File: config.mk
export PLATFORM = sky130hd
export DESIGN_NAME = cla_pipe_adder_flat
export DESIGN_NICKNAME = d
export VERILOG_FILES = /design/src/rtl/cla_pipe_adder_if.sv /design/src/rtl/cla_pipe_adder.sv /design/src/flat_wrapper.sv
export SDC_FILE = /design/constraint.sdc
export NUM_CORES = 1
export LEC_CHECK = 0
export ABC_CLOCK_PERIOD_IN_PS = 4200
export CAP_MARGIN = 0
export CORE_AREA = 2 2 115 117
export DETAILED_ROUTE_END_ITERATION = 16
export DIE_AREA = 0 0 117 119
export GPL_ROUTABILITY_DRIVEN = 0
export HOLD_SLACK_MARGIN = 0.06
export PLACE_DENSITY = 0.73
export SKIP_LAST_GASP = 1
export SYNTH_ARGS = -nofsm -noshare
export SYNTH_HDL_FRONTEND = slang
export SYNTH_SLANG_ARGS = --single-unit
File: constraint.sdc
create_clock -name clk -period 4.2 [get_ports clk]
set_input_delay 0.84 -clock clk [delete_from_list [all_inputs] [get_ports clk]]
set_output_delay 0.84 -clock clk [all_outputs]
set_load 0.005 [all_outputs]
File: src/rtl/cla_pipe_adder_if.sv
// Stream bundle for cla_pipe_adder: operand side, result side and their handshakes.
// The ovf result bit exists only when CLA_PIPE_OVF_EN is defined.
interface cla_pipe_adder_if #(
  parameter int WIDTH = 32
);
  logic             in_valid;
  logic             in_ready;
  logic [WIDTH-1:0] A;
  logic [WIDTH-1:0] B;
  logic             c_in;
  logic             sub;
  logic             out_valid;
  logic             out_ready;
  logic [WIDTH-1:0] sum;
  logic             c_out;
`ifdef CLA_PIPE_OVF_EN
  logic             ovf;
`endif

  modport slave (
    input  in_valid, A, B, c_in, sub, out_ready,
    output in_ready, out_valid, sum, c_out
`ifdef CLA_PIPE_OVF_EN
    , output ovf
`endif
  );

  modport master (
    output in_valid, A, B, c_in, sub, out_ready,
    input  in_ready, out_valid, sum, c_out
`ifdef CLA_PIPE_OVF_EN
    , input ovf
`endif
  );
endinterface

File: src/rtl/cla_pipe_adder.sv
// Pipelined carry-lookahead adder/subtractor, one CLA slice per register stage, valid/ready on both sides.
// Optional signed-overflow output enabled by CLA_PIPE_OVF_EN.
module cla_pipe_adder #(
  parameter int WIDTH  = 32,
  parameter int STAGES = 2,
  parameter int GROUP  = 4
) (
  input  logic            clk,
  input  logic            rst,
  cla_pipe_adder_if.slave bus
);
  localparam int SLICE  = WIDTH / STAGES;
  localparam int NGROUP = SLICE / GROUP;

  // Returns {carry_out, sum}; group G/P give the carry across each group boundary.
  function automatic logic [SLICE:0] cla_slice(input logic [SLICE-1:0] a,
                                               input logic [SLICE-1:0] b,
                                               input logic             ci);
    logic [SLICE-1:0] g;
    logic [SLICE-1:0] p;
    logic [SLICE:0]   c;
    logic             gg;
    logic             gp;
    g    = a & b;
    p    = a ^ b;
    c    = '0;
    c[0] = ci;
    for (int j = 0; j < NGROUP; j++) begin
      gg = 1'b0;
      gp = 1'b1;
      for (int i = 0; i < GROUP; i++) begin
        gg = g[j*GROUP+i] | (p[j*GROUP+i] & gg);
        gp = gp & p[j*GROUP+i];
      end
      for (int i = 0; i < GROUP-1; i++)
        c[j*GROUP+i+1] = g[j*GROUP+i] | (p[j*GROUP+i] & c[j*GROUP+i]);
      c[(j+1)*GROUP] = gg | (gp & c[j*GROUP]);
    end
    return {c[SLICE], p ^ c[SLICE-1:0]};
  endfunction

  logic [STAGES-1:0] r_valid;
  logic [STAGES-1:0] r_carry;
  logic [WIDTH-1:0]  r_a   [STAGES];
  logic [WIDTH-1:0]  r_b   [STAGES];
  logic [WIDTH-1:0]  r_sum [STAGES];

  logic [WIDTH-1:0]  w_a      [STAGES];
  logic [WIDTH-1:0]  w_b      [STAGES];
  logic [WIDTH-1:0]  w_sum_in [STAGES];
  logic [WIDTH-1:0]  w_sum    [STAGES];
  logic [SLICE:0]    w_slice  [STAGES];
  logic [STAGES-1:0] w_ci;
  logic [STAGES-1:0] w_co;
  logic [STAGES-1:0] w_vin;
  logic [STAGES-1:0] w_ready;

  always_comb begin : stage_logic
    w_ci = '0;
    w_co = '0;
    for (int k = 0; k < STAGES; k++) begin
      w_a[k]      = '0;
      w_b[k]      = '0;
      w_sum_in[k] = '0;
      w_sum[k]    = '0;
      w_slice[k]  = '0;
    end
    // B is inverted once here; later stages only see B'.
    w_a[0]  = bus.A;
    w_b[0]  = bus.B ^ {WIDTH{bus.sub}};
    w_ci[0] = bus.c_in | bus.sub;
    for (int k = 1; k < STAGES; k++) begin
      w_a[k]      = r_a[k-1];
      w_b[k]      = r_b[k-1];
      w_sum_in[k] = r_sum[k-1];
      w_ci[k]     = r_carry[k-1];
    end
    for (int k = 0; k < STAGES; k++) begin
      w_slice[k] = cla_slice(w_a[k][k*SLICE +: SLICE], w_b[k][k*SLICE +: SLICE], w_ci[k]);
      w_sum[k]   = w_sum_in[k];
      w_sum[k][k*SLICE +: SLICE] = w_slice[k][SLICE-1:0];
      w_co[k]    = w_slice[k][SLICE];
    end
  end

  assign w_vin = STAGES'({r_valid, bus.in_valid});

  // ready_k = ~valid_k | ready_{k+1}, unrolled so no vector feeds itself.
  always_comb begin : ready_chain
    logic run;
    run     = bus.out_ready;
    w_ready = '0;
    for (int k = STAGES-1; k >= 0; k--) begin
      run        = run | ~r_valid[k];
      w_ready[k] = run;
    end
  end

  always_ff @(posedge clk or posedge rst) begin
    if (rst) begin
      r_valid <= '0;
      r_carry <= '0;
      for (int k = 0; k < STAGES; k++) begin
        r_a[k]   <= '0;
        r_b[k]   <= '0;
        r_sum[k] <= '0;
      end
    end else begin
      for (int k = 0; k < STAGES; k++) begin
        if (w_ready[k]) begin
          r_valid[k] <= w_vin[k];
          r_a[k]     <= w_a[k];
          r_b[k]     <= w_b[k];
          r_sum[k]   <= w_sum[k];
          r_carry[k] <= w_co[k];
        end
      end
    end
  end

  assign bus.in_ready  = w_ready[0];
  assign bus.out_valid = r_valid[STAGES-1];
  assign bus.sum       = r_sum[STAGES-1];
  assign bus.c_out     = r_carry[STAGES-1];

`ifdef CLA_PIPE_OVF_EN
  logic r_ovf;
  logic w_ovf;

  // Carry into the MSB is recovered from the MSB sum bit of the last slice.
  assign w_ovf = w_a[STAGES-1][WIDTH-1] ^ w_b[STAGES-1][WIDTH-1]
               ^ w_sum[STAGES-1][WIDTH-1] ^ w_co[STAGES-1];

  always_ff @(posedge clk or posedge rst) begin
    if (rst)                     r_ovf <= 1'b0;
    else if (w_ready[STAGES-1])  r_ovf <= w_ovf;
  end

  assign bus.ovf = r_ovf;
`endif
endmodule

File: src/flat_wrapper.sv
// flat-port wrapper written by rule: the top's interface ports become plain ports
module cla_pipe_adder_flat 
#(
  parameter int WIDTH  = 32,
  parameter int STAGES = 2,
  parameter int GROUP  = 4
)
  (clk, rst, bus_in_valid, bus_A, bus_B, bus_c_in, bus_sub, bus_out_ready, bus_in_ready, bus_out_valid, bus_sum, bus_c_out);
  cla_pipe_adder_if #(.WIDTH(WIDTH)) bus_i ();
  input  logic clk;
  input  logic rst;
  input wire logic [$bits(bus_i.in_valid)-1:0] bus_in_valid;
  input wire logic [$bits(bus_i.A)-1:0] bus_A;
  input wire logic [$bits(bus_i.B)-1:0] bus_B;
  input wire logic [$bits(bus_i.c_in)-1:0] bus_c_in;
  input wire logic [$bits(bus_i.sub)-1:0] bus_sub;
  input wire logic [$bits(bus_i.out_ready)-1:0] bus_out_ready;
  output wire logic [$bits(bus_i.in_ready)-1:0] bus_in_ready;
  output wire logic [$bits(bus_i.out_valid)-1:0] bus_out_valid;
  output wire logic [$bits(bus_i.sum)-1:0] bus_sum;
  output wire logic [$bits(bus_i.c_out)-1:0] bus_c_out;
  assign bus_i.in_valid = bus_in_valid;
  assign bus_i.A = bus_A;
  assign bus_i.B = bus_B;
  assign bus_i.c_in = bus_c_in;
  assign bus_i.sub = bus_sub;
  assign bus_i.out_ready = bus_out_ready;
  assign bus_in_ready = bus_i.in_ready;
  assign bus_out_valid = bus_i.out_valid;
  assign bus_sum = bus_i.sum;
  assign bus_c_out = bus_i.c_out;
  cla_pipe_adder #(.WIDTH(WIDTH), .STAGES(STAGES), .GROUP(GROUP)) u_core (.clk(clk), .rst(rst), .bus(bus_i));
endmodule
==> impl_metrics.csv, run 1 <==
group,metric,value,unit
power,power_density,462,nW/um^2
timing,maxSlewViolCount,0,
synthesis,synth_cell_types,36,
critical_path,worstPathMaxFanout,3,
route,wl_per_cell,13.9,um
final_layout,seqCellArea,2100,sq um
timing,worstMarginPinSlew,980,ps
synthesis,yosys_warnings,0,
timing,rsz0062_at_grt,"no",
timing,finalSetupTns,0,ps
final_layout,fillerInstances,1183,
critical_path,crit_buf_inv,1,
synthesis,synthXorXnorAreaFrac,7.07,%
final_layout,final_nets,724,
critical_path,end_kind,"flop",
clocking,cts_tree,"done",
synthesis,synthSimpleGateAreaFrac,15.6,%
final_layout,diodes,0,
place,port_buffers,104,
clocking,clk_pin_slew,60,ps
synthesis,synthFlopType,"dfrtp_1",
synthesis,async_flop_share,100,%
run,cap_violations,0,
clocking,numCtsBuffers,9,
clocking,cts_buffer_depth,2,
critical_path,cp_top_family,"adder cells",
global_route,grt_max_degree,57,
critical_path,startpoint_type,"input port",
route,drtIter0Drc,158,
global_route,grt_pass1_wl,17900,um
worst_hold_path,holdPathEnd,"u_core.bus.sum[22]",
clocking,cts-root-buf,"clkbuf_16",
critical_path,arrival,3960,ps
synthesis,synth_top_family_by_area,"adder cells",
clocking,insertion_delay,340,ps
final_layout,multi_input_area,2400,sq um
place,dp_cells,763,
power,irDropWorstVdd,0.234,mV
clocking,post-cts-setup-buffers,0,
critical_path,critPathMostFrequentCell,"fa_1",
synthesis,synth_compound_area_share,7.96,%
timing,final-setup-viol-count,0,
final_layout,fin_cells,779,
synthesis,synth_edf_count,0,
timing,timing.final.hold_violations,0,
status,run_status,"finished clean",
route,ant_nets,0,
critical_path,worstPathRequired,4400,ps
final_layout,final_cell_mix,"159 x nand2_1, 103 x clkdlybuf4s50_1, 84 x dfrtp_1, 32 x ha_1, 29 x inv_1",
die,core,12900,sq um
clocking,cts.repair.resized,0,
worst_hold_path,holdPathStages,2,
critical_path,slowest_stage,"fa_1",
synthesis,syn_nets,655,
route,via_count,3606,
timing,finalCritPeriodShare,89.6,%
timing,period_minus_slack,3760,ps
critical_path,max_stage_delay,430,ps
global_route,grt.overflow.total,0,
synthesis,synthMuxAreaShare,0,%
global_route,antenna_found_initial,0,
timing,fmax,266,MHz
clocking,cts_max_level,3,
route,routed_wl,10900,um
clocking,clkSinkCount,84,
synthesis,synth-adder-area-share,17.8,%
die,io_pins,105,
power,p_leak,2.92,nW
critical_path,r2r_cells,11,
global_route,track_usage,16.6,%
final_layout,layout_commonest_cell,"nand2_1",
synthesis,synth_seq_cells,84,
die,die_x,117,um
synthesis,synthCells,529,
timing,slew_headroom,34.6,%
final_layout,finalInstanceArea,6260,sq um
place,dp_hpwl,8330,um
place,post_dp_cell_area,5940,sq um
synthesis,synth.yosys.seq_area_share,42.4,%
final_layout,drive_gt1_share,5.64,%
die,die_y,119,um
global_route,first_global_vias,3675,
worst_hold_path,min_from,"u_core.bus.sum[22]",
route,first_pass_iters,4,
critical_path,crit_chain,"clkdlybuf4s50_1 -> xor2_1 -> ha_1 -> nand2_1 -> or3_1 -> o21a_1 -> fa_1 -> fa_1 -> fa_1 -> xor2_1 -> a21oi_1",
synthesis,syn_area_per_cell,9.36,sq um
die,rows,42,
route,via_per_inst,4.63,
route,drc_errors,0,
critical_path,r2r_end,"u_core.bus.sum[31]",
critical_path,r2r-start,"u_core.r_b[50]",
clocking,hold_buffers,0,
final_layout,areaGrowthSynthToFinish,26.3,%
critical_path,rrSetupSlack,530,ps
die,start_util,38.5,%
critical_path,path_class,"in -> reg",
worst_hold_path,holdCritPathClass,"reg -> reg",
die,die-area,13900,sq um
synthesis,syn-cell-area,4950,sq um
critical_path,crit_path_start,"bus_B[11]",
timing,skew,6.94,ps
-- tightest hold or removal path, cell delays in order, from the launching register on --
cell and delay (ps):
dfrtp_1 340, nand2_1 50, nand2_1 50
-- per-layer routing --
layer / GRT usage, % / wire length [um] / share of wire (%) / up-vias
met3: 4.27 / 552 / 5.1 / 19
li1: - / - / - / 1788
met1: 21.9 / 4990 / 46 / 1717
met4: 6.25 / 244 / 2.2 / 0
met2: 26.0 / 5060 / 47 / 82
met5: 0 / 0 / 0 / -
-- synthesized netlist by cell type, drive strengths merged, types with 2 or more instances --
cell type	n	area, sq um
a21oi	28	148
fa	24	480
nor2	21	81.3
nand2b	2	12.5
o21ai	29	145
buf	43	292
xor2	20	175
dfrtp	84	2100
ha	32	400
nor2b	2	12.5
nand2	159	597
clkbuf	11	41.3
nand4	3	18.8
a21o	3	22.5
or3	2	12.5
inv	32	120
nor3	2	10.0
xnor2	20	175
-- cells by family (layout without fill, tap and decap cells) --
| logic type | after synthesis | after routing |
|---|---|---|
| AOI/OAI and AO/OA | 68 | 68 |
| xor gates and xnor gates | 40 | 40 |
| adders and majority gates | 56 | 56 |
| buffers and inverters | 86 | 160 |
| DFF | 84 | 84 |
| and+or+nand+nor | 195 | 195 |
-- sequential cells by signal, indices dropped and copies added, names as in the netlist --
| signal | cells |
|---|---|
| u_core.r_a | 16 |
| u_core.r_valid | 2 |
| u_core.r_b | 16 |
| u_core.bus.sum | 32 |
| u_core.r_carry | 2 |
| u_core.r_sum | 16 |
-- power breakdown --
group	internal [mW]	switching, mW
clock	0.494	0.324
combinational	0.500	0.423
sequential	1.01	0.137
total	2.01	0.884
-- area by class of cell --
type                    count  area share [%]
flip-flops and latches     84            33.6
clock buffers              11            4.04
repair buffers            112            17.5
clock inverters             5           0.940
inverters                  32            1.94
multi-input cells         359            38.4
well taps                 176            3.52
-- how the worst max path moves through the flow --
stage | endpoint | cells past startpoint
3_3_place_gp | u_core.r_sum[47] | 11
3_5_place_dp | u_core.r_sum[47] | 11
2_1_floorplan | u_core.r_sum[47] | 12
4_1_cts | u_core.r_sum[47] | 11
6_report | u_core.r_sum[47] | 11
5_1_grt | u_core.r_sum[47] | 11
-- per-stage QoR --
step / worst slack [ps] / util, % / hold slack (ps) / total power [mW]
2_1_floorplan: 332 / - / 427 / 1.76
3_3_place_gp: 168 / 46.2 / 453 / 2.06
3_5_place_dp: 97.2 / 46.2 / 459 / 2.09
4_1_cts: 423 / 48.6 / 470 / 2.91
5_1_grt: 288 / 48.6 / 487 / 3.07
6_report: 435 / 48.6 / 467 / 2.89
Power figures use the tool's default switching activity.
==> inputs of run 2 (changes only) <==
- ABC_CLOCK_PERIOD_IN_PS: 4200 -> unset
==> results of run 2 <==
Final layout, timing and power as in run 1 (identical DEF).
